<file path="src/rtl/reaction_round_ctrl.sv">
// Reaction-game round sequencer: random pre-delay, GO light, ms reaction timing,
// false-start/timeout detection and best-time tracking.
module reaction_round_ctrl #(
   parameter int          MIN_DELAY_MS = 1000,
   parameter int          RAND_BITS    = 11,
   parameter int          TIMEOUT_MS   = 9999,
   parameter int          MS_W         = 14,
   parameter logic [15:0] LFSR_SEED    = 16'hACE1
) (
   input  logic            clk,
   input  logic            rst,
   input  logic            tick_ms,
   input  logic            start_btn,
   input  logic            react_btn,
   output logic [2:0]      state,
   output logic            led_go,
   output logic [MS_W-1:0] reaction_ms,
   output logic [MS_W-1:0] best_ms,
   output logic            result_valid,
   output logic            false_start,
   output logic            timeout,
   output logic            round_done
);

   localparam logic [2:0] S_IDLE  = 3'd0;
   localparam logic [2:0] S_WAIT  = 3'd1;
   localparam logic [2:0] S_GO    = 3'd2;
   localparam logic [2:0] S_DONE  = 3'd3;
   localparam logic [2:0] S_FALSE = 3'd4;
   localparam logic [2:0] S_TOUT  = 3'd5;

   localparam logic [15:0]     LFSR_MASK = 16'hB400;
   localparam logic [MS_W-1:0] MIN_D     = MS_W'(MIN_DELAY_MS);
   localparam logic [MS_W-1:0] TO_LAST   = MS_W'(TIMEOUT_MS - 1);
   localparam logic [MS_W-1:0] TO_VAL    = MS_W'(TIMEOUT_MS);
   localparam logic [MS_W-1:0] ONE       = MS_W'(1);

   logic [2:0]      r_state;
   logic [MS_W-1:0] r_delay_cnt;
   logic [MS_W-1:0] r_react_cnt;
   logic [MS_W-1:0] r_reaction_ms;
   logic [MS_W-1:0] r_best_ms;
   logic [15:0]     r_lfsr;
   logic            r_round_done;
   logic            r_start_q;
   logic            r_react_q;

   logic [2:0]      w_state_nxt;
   logic [MS_W-1:0] w_delay_nxt;
   logic [MS_W-1:0] w_react_nxt;
   logic [MS_W-1:0] w_reaction_nxt;
   logic [MS_W-1:0] w_best_nxt;
   logic [MS_W-1:0] w_delay_load;
   logic            w_start_rise;
   logic            w_react_rise;
   logic            w_round_end;

   function automatic logic [15:0] f_lfsr_next(input logic [15:0] v);
      f_lfsr_next = v[0] ? ((v >> 1) ^ LFSR_MASK) : (v >> 1);
   endfunction

   function automatic logic [MS_W-1:0] f_min(input logic [MS_W-1:0] a,
                                              input logic [MS_W-1:0] b);
      f_min = (b < a) ? b : a;
   endfunction

   assign w_start_rise = start_btn & ~r_start_q;
   assign w_react_rise = react_btn & ~r_react_q;
   assign w_delay_load = MIN_D + MS_W'(r_lfsr[RAND_BITS-1:0]);

   always_comb begin
      w_state_nxt    = r_state;
      w_delay_nxt    = r_delay_cnt;
      w_react_nxt    = r_react_cnt;
      w_reaction_nxt = r_reaction_ms;
      w_best_nxt     = r_best_ms;
      case (r_state)
         S_IDLE, S_DONE, S_FALSE, S_TOUT: begin
            if (w_start_rise) begin
               w_delay_nxt = w_delay_load;
               w_state_nxt = S_WAIT;
            end
         end
         S_WAIT: begin
            // An early press beats a same-cycle final tick.
            if (w_react_rise) begin
               w_state_nxt = S_FALSE;
            end else if (tick_ms) begin
               if (r_delay_cnt <= ONE) begin
                  w_state_nxt = S_GO;
                  w_react_nxt = '0;
               end else begin
                  w_delay_nxt = r_delay_cnt - ONE;
               end
            end
         end
         S_GO: begin
            // The pre-increment count is captured, so a same-cycle tick is not charged.
            if (w_react_rise) begin
               w_reaction_nxt = r_react_cnt;
               w_best_nxt     = f_min(r_best_ms, r_react_cnt);
               w_state_nxt    = S_DONE;
            end else if (tick_ms) begin
               if (r_react_cnt == TO_LAST) begin
                  w_reaction_nxt = TO_VAL;
                  w_state_nxt    = S_TOUT;
               end else begin
                  w_react_nxt = r_react_cnt + ONE;
               end
            end
         end
         default: begin
            w_state_nxt = S_IDLE;
         end
      endcase
   end

   assign w_round_end = (w_state_nxt != r_state) &&
                        ((w_state_nxt == S_DONE) || (w_state_nxt == S_FALSE) ||
                         (w_state_nxt == S_TOUT));

   // Edge registers reset high so a button held through reset yields no edge.
   always_ff @(posedge clk or posedge rst) begin
      if (rst) begin
         r_state       <= S_IDLE;
         r_delay_cnt   <= '0;
         r_react_cnt   <= '0;
         r_reaction_ms <= '0;
         r_best_ms     <= '1;
         r_lfsr        <= LFSR_SEED;
         r_round_done  <= 1'b0;
         r_start_q     <= 1'b1;
         r_react_q     <= 1'b1;
      end else begin
         r_state       <= w_state_nxt;
         r_delay_cnt   <= w_delay_nxt;
         r_react_cnt   <= w_react_nxt;
         r_reaction_ms <= w_reaction_nxt;
         r_best_ms     <= w_best_nxt;
         r_lfsr        <= f_lfsr_next(r_lfsr);
         r_round_done  <= w_round_end;
         r_start_q     <= start_btn;
         r_react_q     <= react_btn;
      end
   end

   assign state        = r_state;
   assign led_go       = (r_state == S_GO);
   assign result_valid = (r_state == S_DONE);
   assign false_start  = (r_state == S_FALSE);
   assign timeout      = (r_state == S_TOUT);
   assign reaction_ms  = r_reaction_ms;
   assign best_ms      = r_best_ms;
   assign round_done   = r_round_done;

endmodule

</file>
<file path="config.mk">
export PLATFORM = sky130hd
export DESIGN_NAME = reaction_round_ctrl
export DESIGN_NICKNAME = d
export VERILOG_FILES = /design/src/rtl/reaction_round_ctrl.sv
export SDC_FILE = /design/constraint.sdc
export NUM_CORES = 1
export LEC_CHECK = 0
export CAP_MARGIN = 20
export CORE_UTILIZATION = 57
export DETAILED_ROUTE_END_ITERATION = 6
export PLACE_DENSITY = 0.8
export SLEW_MARGIN = 20
export SYNTH_ARGS = -nofsm -noshare
export SYNTH_HDL_FRONTEND = slang
export SYNTH_SLANG_ARGS = --single-unit
</file>
<file path="constraint.sdc">
create_clock -name clk -period 3.6 [get_ports clk]
set_clock_uncertainty 0.15 [all_clocks]
set_input_delay 0.72 -clock clk [delete_from_list [all_inputs] [get_ports clk]]
set_output_delay 0.72 -clock clk [all_outputs]
set_load 0.03 [all_outputs]
</file>
==> metrics.md, run 1 <==
| Metric | Value |
|---|---|
| Asr flop ratio synth | 1.00 |
| Worst skew pair latency | 0.36 ns |
| Sequential area share after synthesis | 0.483 |
| HP Class | register to register |
| Final Net Count | 445 |
| CTS resizes | 0 |
| Outcome | finished clean |
| CP max stage delay | between 0.6 and 0.7 ns |
| IO Port Bufs | 40 |
| Setup TNS | 0 ns |
| Clk sinks | slightly below 80 |
| IR drop worst, VDD | roughly 0.32 mV |
| Max Cap Viol | 0 |
| Worst EP required | 2.73 ns |
| Dpl cells | 507 |
| Core ar. | 6870 um^2 |
| Ys Warns | 0 |
| Largest net degree at the start of global routing | 52 |
| Detailed-route via count | 3216 |
| Fin crit period | between 2 and 3 ns |
| Placed cell area | ~4600 um^2 |
| Gr usage total | 0.257 |
| Design area | a little under 5000 um^2 |
| Flops & latches, synth | 78 |
| Worst slew margin | 0.474 |
| Worst-path fanout max | 9 |
| Drt first-iter violations | 250 |
| Pwr/cell area | around 520 nW/um^2 |
| Ports | 41 |
| Detail Placement HPWL | ~6200 um |
| Post-Syn Nets | just over 400 |
| First-pass GRT wire length | 14900 um |
| Clock-pin slew on the worst setup and hold paths | approximately 0.080 ns |
| Area grow syn2layout | 17.6% |
| FP Rows | 30 |
| Antenna Violating Nets Remaining | 0 |
| Synth Area per Inst | ~11 um^2 |
| CTS root buf | clkbuf_8 |
| CTS Buf Count | 9 |
| Initial Util | 0.598 |
| Wire per inst | 16.8 um |
| Drt total wl | roughly 8800 um |
| Crit-path cells | and2b_1 -> nand2b_2 -> inv_2 -> clkdlybuf4s50_1 |
| Chip Height | ~87 um |
| Cell family contributing the most delay on the critical path | buffers and inverters |
| Slew Viols, Final | 0 |
| TritonCTS clock tree | done |
| H-tree level count | 3 |
| Residual DRC | 0 |
| Count of cell types in the netlist | 66 |
| Worst Max-Slew Pin Slew | between 0.7 and 0.8 ns |
| Antenna violations before repair | 0 |
| Final setup fails | 0 |
| RSZ-0062 raised after global routing | false |
| Post-CTS Setup Bufs | 0 |
| Synthesized area | between 4000 and 5000 um^2 |
| Die area | ~7500 um^2 |
| Fmax | between 300 and 400 MHz |
| Final period utilization | 0.824 |
| Critical Path End Type | output port |
| Vias per Instance | ~6.1 |
| RD Place Congestion | 0.890 |
| Ant. Diodes | 0 |
| LEAKAGE | approximately 2.1 nW |
| Share of layout cells above drive strength 1 | 0.164 |
| Vias in the first global route | 3099 |
| CP Launch Type | register |
| Data arrival, critical path | 2.10 ns |
| Post-synth top flop | dfrtp_1 |
| First-pass DRT Iterations | 4 |
| Post-synthesis cell count | between 300 and 400 |
| Grt ovf | 0 |
| Hold Fails Final Rpt | 0 |
| # hold bufs at CTS | 0 |
| Max clock buf depth | 2 |
| Worst Setup Path Type | register to output port |
| Die boundary width | 86.9 um |
| Buf/Inv on CP | 2 |
| Crit-path slowest cell | clkdlybuf4s50_1 |
| Number of flops mapped to enable cells by yosys | 0 |
| Finished Layout Cells | 523 |
-- layout make-up --
class | instances | area [um^2]
Sequential cell | 78 | 1980
Clock inverter | 6 | 109
Fill cell | 498 | 2040
Multi-Input combinational cell | 267 | 1960
Tap cell | 96 | 120
Inverter | 20 | 75.1
Timing Repair Buffer | 46 | 458
Clock buffer | 10 | 128
-- cell families (layout without fill, tap and decap cells) --
group	Yosys count	count (layout)	share of synthesized area
buffers and inverters	38	82	0.0402
and+or+nand+nor	122	122	0.172
adders and majority gates	18	18	0.0548
xor gates and xnor gates	14	14	0.0299
muxes	16	16	0.0436
DFF	78	78	0.483
AOI/OAI and AO/OA	97	97	0.177
-- metrics by stage --
stage	worst slack, ns	hold slack, ns	power (mW)	utilization
floorplan	0.775	0.183	1.55	-
finish	0.633	0.209	2.52	0.703
CTS	0.627	0.215	2.51	0.703
global placement	0.783	0.187	1.71	0.669
global route	0.545	0.220	2.64	0.703
detailed placement	0.728	0.201	1.73	0.669
-- where the power goes --
group	total (mW)	internal, mW	switching (mW)
registers	1.07	0.950	0.115
clock network	0.783	0.461	0.322
logic	0.668	0.279	0.389
total	2.52	1.69	0.827
-- routing by layer --
metal	part of all wire	vias to the layer above	GRT usage
li1	-	1502	-
met1	0.44	1567	0.357
met2	0.48	129	0.400
met3	0.064	18	0.0559
met4	0.016	0	0.0879
met5	0	-	0
-- placed cells by master (no fill, tap or decap), drive strengths merged, types with 7 or more instances in the layout --
cell type,instances
dfstp,24
clkbuf,10
nor4,9
xnor2,8
nor2,25
ha,18
and3,7
dfrtp,54
o22ai,8
a221o,9
mux2,15
inv,21
clkdlybuf4s50,40
o21ai,22
a22o,14
nand2,23
nand3,14
-- state kept, by name (all words and copies together), names as in the netlist --
register,cells
best_ms,14
r_delay_cnt,14
r_lfsr,16
r_react_cnt,14
r_react_q,1
r_start_q,1
reaction_ms,14
round_done,1
state,3
-- worst register-to-register path: cells and delay by family, from the launching register on --
family / cells / cell delay [ns]
compound gates: 1 / 0.39
buf+inv: 1 / 0.21
flops: 1 / 0.58
simple gates: 3 / 1.19
-- synthesized netlist by cell type (all sizes together) (4+ instances only) --
cell / instances / area share
a21o: 5 / 0.0091
a21oi: 5 / 0.0070
a221o: 9 / 0.022
a22o: 14 / 0.030
and3: 7 / 0.011
buf: 8 / 0.013
clkbuf: 10 / 0.0091
dfrtp: 54 / 0.33
dfstp: 24 / 0.15
ha: 18 / 0.055
inv: 20 / 0.018
mux2: 15 / 0.041
nand2: 23 / 0.022
nand2b: 5 / 0.0082
nand3: 14 / 0.018
nor2: 25 / 0.023
nor2b: 4 / 0.0061
nor3: 5 / 0.0061
nor3b: 4 / 0.0085
nor4: 9 / 0.019
o211ai: 5 / 0.0091
o21ai: 22 / 0.027
o22ai: 8 / 0.012
o31ai: 4 / 0.0073
or4: 5 / 0.0091
xnor2: 8 / 0.017
xor2: 6 / 0.013
-- final timing paths --
path	endpoint	from	slack [ns]	cells past startpoint
worst min register to register	r_lfsr[11]	r_lfsr[12]	0.21	0
max in group asynchronous	r_lfsr[15]	rst	2.00	3
worst max-delay path	led_go	state[2]	0.63	4
min in group asynchronous	r_react_cnt[11]	rst	0.59	2
worst min-delay path	r_lfsr[11]	r_lfsr[12]	0.21	0
worst max register to register	r_delay_cnt[0]	state[0]	0.95	5
Power figures use the tool's default switching activity.
==> inputs of run 2 (changes only) <==
--- a/config.mk
+++ b/config.mk
@@ -6,9 +6,9 @@
 export NUM_CORES = 1
 export LEC_CHECK = 0
 export CAP_MARGIN = 20
-export CORE_UTILIZATION = 57
+export CORE_UTILIZATION = 52
 export DETAILED_ROUTE_END_ITERATION = 6
-export PLACE_DENSITY = 0.8
+export PLACE_DENSITY = 0.77
 export SLEW_MARGIN = 20
 export SYNTH_ARGS = -nofsm -noshare
 export SYNTH_HDL_FRONTEND = slang
==> constraint.sdc (replaced) <==
create_clock -name clk -period 2.59 [get_ports clk]
set_clock_uncertainty 0.15 [all_clocks]
set_input_delay 0.518 -clock clk [delete_from_list [all_inputs] [get_ports clk]]
set_output_delay 0.518 -clock clk [all_outputs]
set_load 0.03 [all_outputs]
==> run 2 against run 1 <==
  * Design area increased by 4.5%
  * First-iteration DRC count decreased by 29%
  * Sequential share of layout area decreased by 1.8 points
  * Power increased by 40%
  * Critical path type is now register to register
==> metrics.md, run 2 (same netlist as run 1, synthesis figures left out) <==
| Metric | Value |
|---|---|
| Hold depth | 0 (unchanged) |
| RD Place Congestion | 0.883 (-0.76%) |
| Max Cap Viol | 0 (unchanged) |
| IR drop worst, VDD | 0.532 mV (+66%) |
| Outcome | finished clean |
| Commonest non-fill, non-tap cells in the layout | dfrtp_1 (54), clkdlybuf4s50_1 (36), buf_4 (29) |
| Max layer used | met4 |
| Max clock buf depth | 2 (unchanged) |
| Fin crit period | ~2.5 ns |
| Clk sinks | 78 (unchanged) |
| Pwr/cell area | 696 nW/um^2 (+34%) |
| Worst hold endpoint | r_lfsr[11] |
| WL met3 | 481 um (-15%) |
| Detailed-route via count | 3321 (+3.3%) |
| Residual DRC | 0 (unchanged) |
| Chip Height | 90.9 um (+4.6%) |
| Gr usage total | 0.241 (-0.0161) |
| Initial Util | 0.534 (-0.0636) |
| Clock-pin slew on the worst setup and hold paths | 0.07 ns (about the same) |
| Die area | 8260 um^2 (+9.4%) |
| Largest net degree at the start of global routing | 79 (+52%) |
| Die boundary width | 90.9 um (+4.6%) |
| Reg area | 1980 um^2 (unchanged) |
| CP Launch Type | register |
| Fmax | between 400 and 500 MHz |
| First-pass DRT Iterations | 5 (+1) |
| Hold WS | 0.212 ns (+0.00230 ns) |
| Drt first-iter violations | 178 (-29%) |
| Final period utilization | 0.955 |
| Core ar. | 7690 um^2 (+12%) |
| Worst skew pair latency | 0.36 ns (about the same) |
| M1 WL | 4200 um (+7.5%) |
| RSZ-0062 raised after global routing | false |
| Vias per Instance | 5.99 (-2.5%) |
| Worst-path fanout max | 14 (+5) |
| Design area | 5050 um^2 (+4.5%) |
| Placed cell area | 4810 um^2 (+4.6%) |
| Final Net Count | 470 (+5.6%) |
| Antenna Violating Nets Remaining | 0 (unchanged) |
| Share of layout cells above drive strength 1 | 0.215 (+0.0507) |
| Wire per inst | 16.7 um (-0.52%) |
| Worst slew margin | 0.430 (-0.0437) |
| Final setup fails | 0 (unchanged) |
| Worst Max-Slew Pin Slew | 0.852 ns (+0.0653 ns) |
| LEAKAGE | 2.28 nW (+8.7%) |
| Hold Fails Final Rpt | 0 (unchanged) |
| Worst Setup Path Type | register to register |
| Detail Placement HPWL | 6500 um (+4.5%) |
| IO Port Bufs | 40 (unchanged) |
| Antenna violations before repair | 0 (unchanged) |
| Worst R2R Start | best_ms[7] |
| Largest Register | r_lfsr |
| FP Rows | 32 (+6.7%) |
| Reg-to-Reg End | best_ms[0] |
| Slew Viols, Final | 0 (unchanged) |
| Max reg flops | 16 (unchanged) |
| Worst Min Path Start | r_lfsr[12] |
| Critical Path End Type | register |
| First-pass GRT wire length | 15600 um (+4.9%) |
| HP Class | register to register |
| Area grow syn2layout | 23.0% |
| Multi-input logic area | 1960 um^2 (+0.26%) |
| Data arrival, critical path | 2.60 ns (+0.50 ns) |
| Ant. Diodes | 0 (unchanged) |
| CTS root buf | clkbuf_8 |
| TritonCTS clock tree | done |
| Drt total wl | 9270 um (+5.4%) |
| Commonest non-fill, non-tap cell in the layout | dfrtp_1 |
| Ports | 41 (unchanged) |
| R2R cell count | 8 (+3) |
| Worst EP required | 2.72 ns (about the same) |
| CTS Buf Count | 9 (unchanged) |
| Vias in the first global route | 3173 (+2.4%) |
| Grt ovf | 0 (unchanged) |
| H-tree level count | 3 (unchanged) |
| R2R Setup Slk | 0.12 ns (-0.83 ns) |
| # fillers | 613 (+23%) |
| Setup TNS | 0 ns (unchanged) |
| WL met2 | 4430 um (+5.9%) |
==> run 2: cell types whose count changed in the layout (fill, tap and decap cells not counted), sizes merged <==
cell           delta
buf              +25
clkdlybuf4s50     -4
dlymetal6s2s      +3
clkinvlp          +2
inv               -2
bufinv            -1
clkbuf            +1
dlygate4sd2       +1
==> run 2: critical path, stage by stage, from the launching register on <==
cell      delay (ns)
dfstp_2         0.54
inv_1           0.05
ha_1            0.29
o21a_1          0.19
o31ai_2         0.25
nor3_1          0.14
a211oi_4        0.29
buf_12          0.18
mux2_2          0.33
==> run 2: worst max-delay path by stage <==
| stage | start | to | slack [ns] | depth (start not counted) |
|---|---|---|---|---|
| floorplan | best_ms[7] | best_ms[0] | 0.04 | 8 |
| global placement | react_btn | best_ms[2] | 0.05 | 6 |
| detailed placement | react_btn | best_ms[11] | 0.01 | 6 |
| CTS | state[1] | false_start | 0.004 | 4 |
| global route | best_ms[7] | best_ms[2] | 0.03 | 8 |
| finish | best_ms[7] | best_ms[0] | 0.12 | 8 |
==> run 2: report_power, final <==
group          internal, mW  leakage (nW)  switching (mW)
sequential             1.32         0.982           0.117
clock                 0.595         0.116           0.451
combinational         0.439          1.19           0.594
total                  2.36          2.28            1.16
==> run 2: metal layers <==
metal	GRT usage	up-vias
met5	0	-
met3	0.0497	14
met1	0.329	1641
li1	-	1556
met4	0.0847	0
met2	0.381	110
==> run 2: cell type report <==
cell class | instances | area share
clock buffers | 11 | 0.0300
clock inverters | 5 | 0.0161
multi-input cells | 267 | 0.389
well taps | 102 | 0.0253
inverters | 20 | 0.0156
flip-flops and latches | 78 | 0.392
repair buffers | 71 | 0.132
==> run 2: what timing repair did <==
| item | 4_1_cts | 5_1_grt |
|---|---|---|
| endpoints found under the setup margin | 1 | 17 |
| hold endpoints to repair | 0 | 0 |
| resized for setup | 1 | 5 |
| hold buffers | 0 | 0 |
| buffers inserted | 0 | 0 |
| cloned | 0 | 0 |
==> run 2: stage by stage <==
stage,power [mW],utilization,setup slack (ns),instances
floorplan,2.16,-,0.0435,383
global placement,2.45,0.625,0.0507,538
detailed placement,2.48,0.625,0.0136,538
CTS,3.53,0.655,0.00402,554
global route,3.71,0.657,0.0322,554
finish,3.52,0.657,0.116,554
==> inputs of run 3 (changes only) <==
--- a/config.mk
+++ b/config.mk
@@ -6,9 +6,9 @@
 export NUM_CORES = 1
 export LEC_CHECK = 0
 export CAP_MARGIN = 20
-export CORE_UTILIZATION = 52
+export CORE_MARGIN = 10
+export CORE_UTILIZATION = 42
 export DETAILED_ROUTE_END_ITERATION = 6
-export PLACE_DENSITY = 0.77
 export SLEW_MARGIN = 20
 export SYNTH_ARGS = -nofsm -noshare
 export SYNTH_HDL_FRONTEND = slang
==> run 3 against run 2 <==
  * Clock power shrank 14%
  * Via count decreased by 2.6%
  * Critical path depth fell by 4
  * Final cell count increased by 6.1%
  * Count of clock-buffer cells in the layout fell by 1
  * Global-route usage is 9.9 points lower
  * Hold slack got worse by 0.0016 ns
  * Utilization is 13 points lower
  * Sequential share of layout area fell by 0.097 points
==> metrics.md, run 3 (same netlist as run 1, synthesis figures left out) <==
| Metric | Value |
|---|---|
| Outcome | finished clean |
| Detailed-route via count | 3234 (-2.6%) |
| Clk sinks | 78 (unchanged) |
| Core ar. | 9640 um^2 (+25%) |
| Reg-to-Reg End | best_ms[6] |
| Final period utilization | 0.962 (+0.00704) |
| Worst-path fanout max | 8 (-6) |
| Finished Layout Cells | 588 (+6.1%) |
| Max layer used | met4 |
| Residual DRC | 0 (unchanged) |
| Worst slew margin | 0.460 (+0.0299) |
| Share of layout cells above drive strength 1 | 0.218 (+0.00298) |
| Worst Setup Path Type | register to output port |
| Placed cell area | 4870 um^2 (+1.3%) |
| Vias in the first global route | 3234 (+1.9%) |
| Setup TNS | 0 ns (unchanged) |
| Worst EP required | 1.92 ns (-0.80 ns) |
| R2R cell count | 8 (unchanged) |
| Max reg flops | 16 (unchanged) |
| Max Cap Viol | 0 (unchanged) |
| Initial Util | 0.426 (-0.108) |
| Antenna Violating Nets Remaining | 0 (unchanged) |
| Area grow syn2layout | 23.3% |
| WL met2 | 4250 um (-4.0%) |
| Hold Fails Final Rpt | 0 (unchanged) |
| Drt first-iter violations | 182 (+2.2%) |
| Chip Height | 119 um (+31%) |
| Commonest non-fill, non-tap cell in the layout | dfrtp_1 |
| Worst Max-Slew Pin Slew | 0.807 ns (-0.0448 ns) |
| First-pass DRT Iterations | 4 (-1) |
| Data arrival, critical path | 1.82 ns (-0.78 ns) |
| Dpl cells | 572 (+6.3%) |
| Slew Viols, Final | 0 (unchanged) |
| Max clock buf depth | 2 (unchanged) |
| Ports | 41 (unchanged) |
| First-pass GRT wire length | 16500 um (+5.9%) |
| Detail Placement HPWL | 7140 um (+9.9%) |
| CTS root buf | clkbuf_8 |
| Final setup fails | 0 (unchanged) |
| Antenna violations before repair | 0 (unchanged) |
| Worst Min Path Start | r_lfsr[12] |
| CP Launch Type | register |
| Design area | 5060 um^2 (+0.25%) |
| TritonCTS clock tree | done |
| Worst R2R Start | best_ms[4] |
| Ant. Diodes | 0 (unchanged) |
| CTS Buf Count | 9 (unchanged) |
| Final Net Count | 473 (+0.64%) |
| FP Rows | 36 (+13%) |
| Critical Path End Type | output port |
| Fin crit period | 2.49 ns (+0.0182 ns) |
| Pwr Total | 3.36 mW (-4.3%) |
| Hold WS | 0.210 ns (-0.00161 ns) |
| HP Class | register to register |
| RD Place Congestion | 0.853 (-3.4%) |
| Gr usage total | 0.142 (-0.0990) |
| R2R Setup Slk | 0.1 ns (-0.02 ns) |
| Wire per inst | 16.5 um (-1.3%) |
| H-tree level count | 3 (unchanged) |
| Worst hold endpoint | r_lfsr[11] |
| Worst skew pair latency | 0.36 ns (about the same) |
| Fmax | 401 MHz (-0.73%) |
| Drt total wl | 9710 um (+4.7%) |
| LEAKAGE | 2.24 nW (-1.8%) |
| Pwr/cell area | 665 nW/um^2 (-4.6%) |
| Die area | 14100 um^2 (+71%) |
| WL met3 | 700 um (+46%) |
| Clock-pin slew on the worst setup and hold paths | 0.08 ns (about the same) |
| RSZ-0062 raised after global routing | false |
| Grt ovf | 0 (unchanged) |
| Hold depth | 0 (unchanged) |
| Largest Register | r_lfsr |
| Die boundary width | 119 um (+31%) |
| Largest net degree at the start of global routing | 37 (-53%) |
| IO Port Bufs | 40 (unchanged) |
| IR drop worst, VDD | 0.293 mV (-45%) |
| Commonest non-fill, non-tap cells in the layout | dfrtp_1 (54), clkdlybuf4s50_1 (37), buf_4 (32) |
| Vias per Instance | 5.50 (-8.3%) |
| M1 WL | 4570 um (+8.8%) |
## run 3: cell count changes in the layout (fill, tap and decap cells not counted), sizes merged
cell	previous run	this run
buf	31	34
bufinv	2	1
clkbuf	11	10
clkdlybuf4s50	36	37
clkinvlp	2	4
dlygate4sd2	1	2
dlymetal6s2s	3	1
## run 3: power breakdown
group | switching [mW] | internal [mW] | total (mW) | leakage (nW)
Combinational | 0.583 | 0.442 | 1.03 | 1.17
Sequential | 0.114 | 1.32 | 1.44 | 0.982
Clock | 0.462 | 0.442 | 0.904 | 0.0883
Total | 1.16 | 2.21 | 3.36 | 2.24
## run 3: routing by layer
layer | up-vias | track usage
met3 | 19 | 0.0491
met1 | 1575 | 0.187
met4 | 0 | 0.0580
met2 | 83 | 0.207
met5 | - | 0
li1 | 1557 | -
## run 3: layout make-up
| class | count | area, um^2 |
|---|---|---|
| fillers | 912 | 4580 |
| flip-flops and latches | 78 | 1980 |
| multi-input cells | 267 | 1960 |
| repair buffers | 74 | 681 |
| well taps | 133 | 166 |
| clock buffers | 10 | 128 |
| inverters | 20 | 78.8 |
| clock inverters | 6 | 62.6 |
## run 3: critical path, stage by stage, from the launching register on
cell and delay, ns:
dfrtp_1 0.38, buf_4 0.16, nand2b_1 0.16, nor2_1 0.09, clkdlybuf4s50_1 0.68
## run 3: how the worst max path moves through the flow
stage,start,end
2_1_floorplan,best_ms[7],best_ms[0]
3_3_place_gp,react_btn,best_ms[2]
3_5_place_dp,react_btn,best_ms[5]
4_1_cts,state[1],timeout
5_1_grt,state[2],result_valid
6_report,state[2],result_valid
## run 3: stage by stage
stage,setup WS (ns),utilization
final,0.0980,0.525
after floorplan,0.0435,-
after global placement,0.0480,0.505
after detailed placement,-0.00333,0.505
after global routing,0.00387,0.525
after CTS,0.00193,0.524
## run 3: what timing repair did
action | in CTS | in global routing
setup buffers | 0 | 0
pin swaps | 0 | 0
setup endpoints to repair | 2 | 10
hold buffers | 0 | 0
resized for setup | 2 | 2
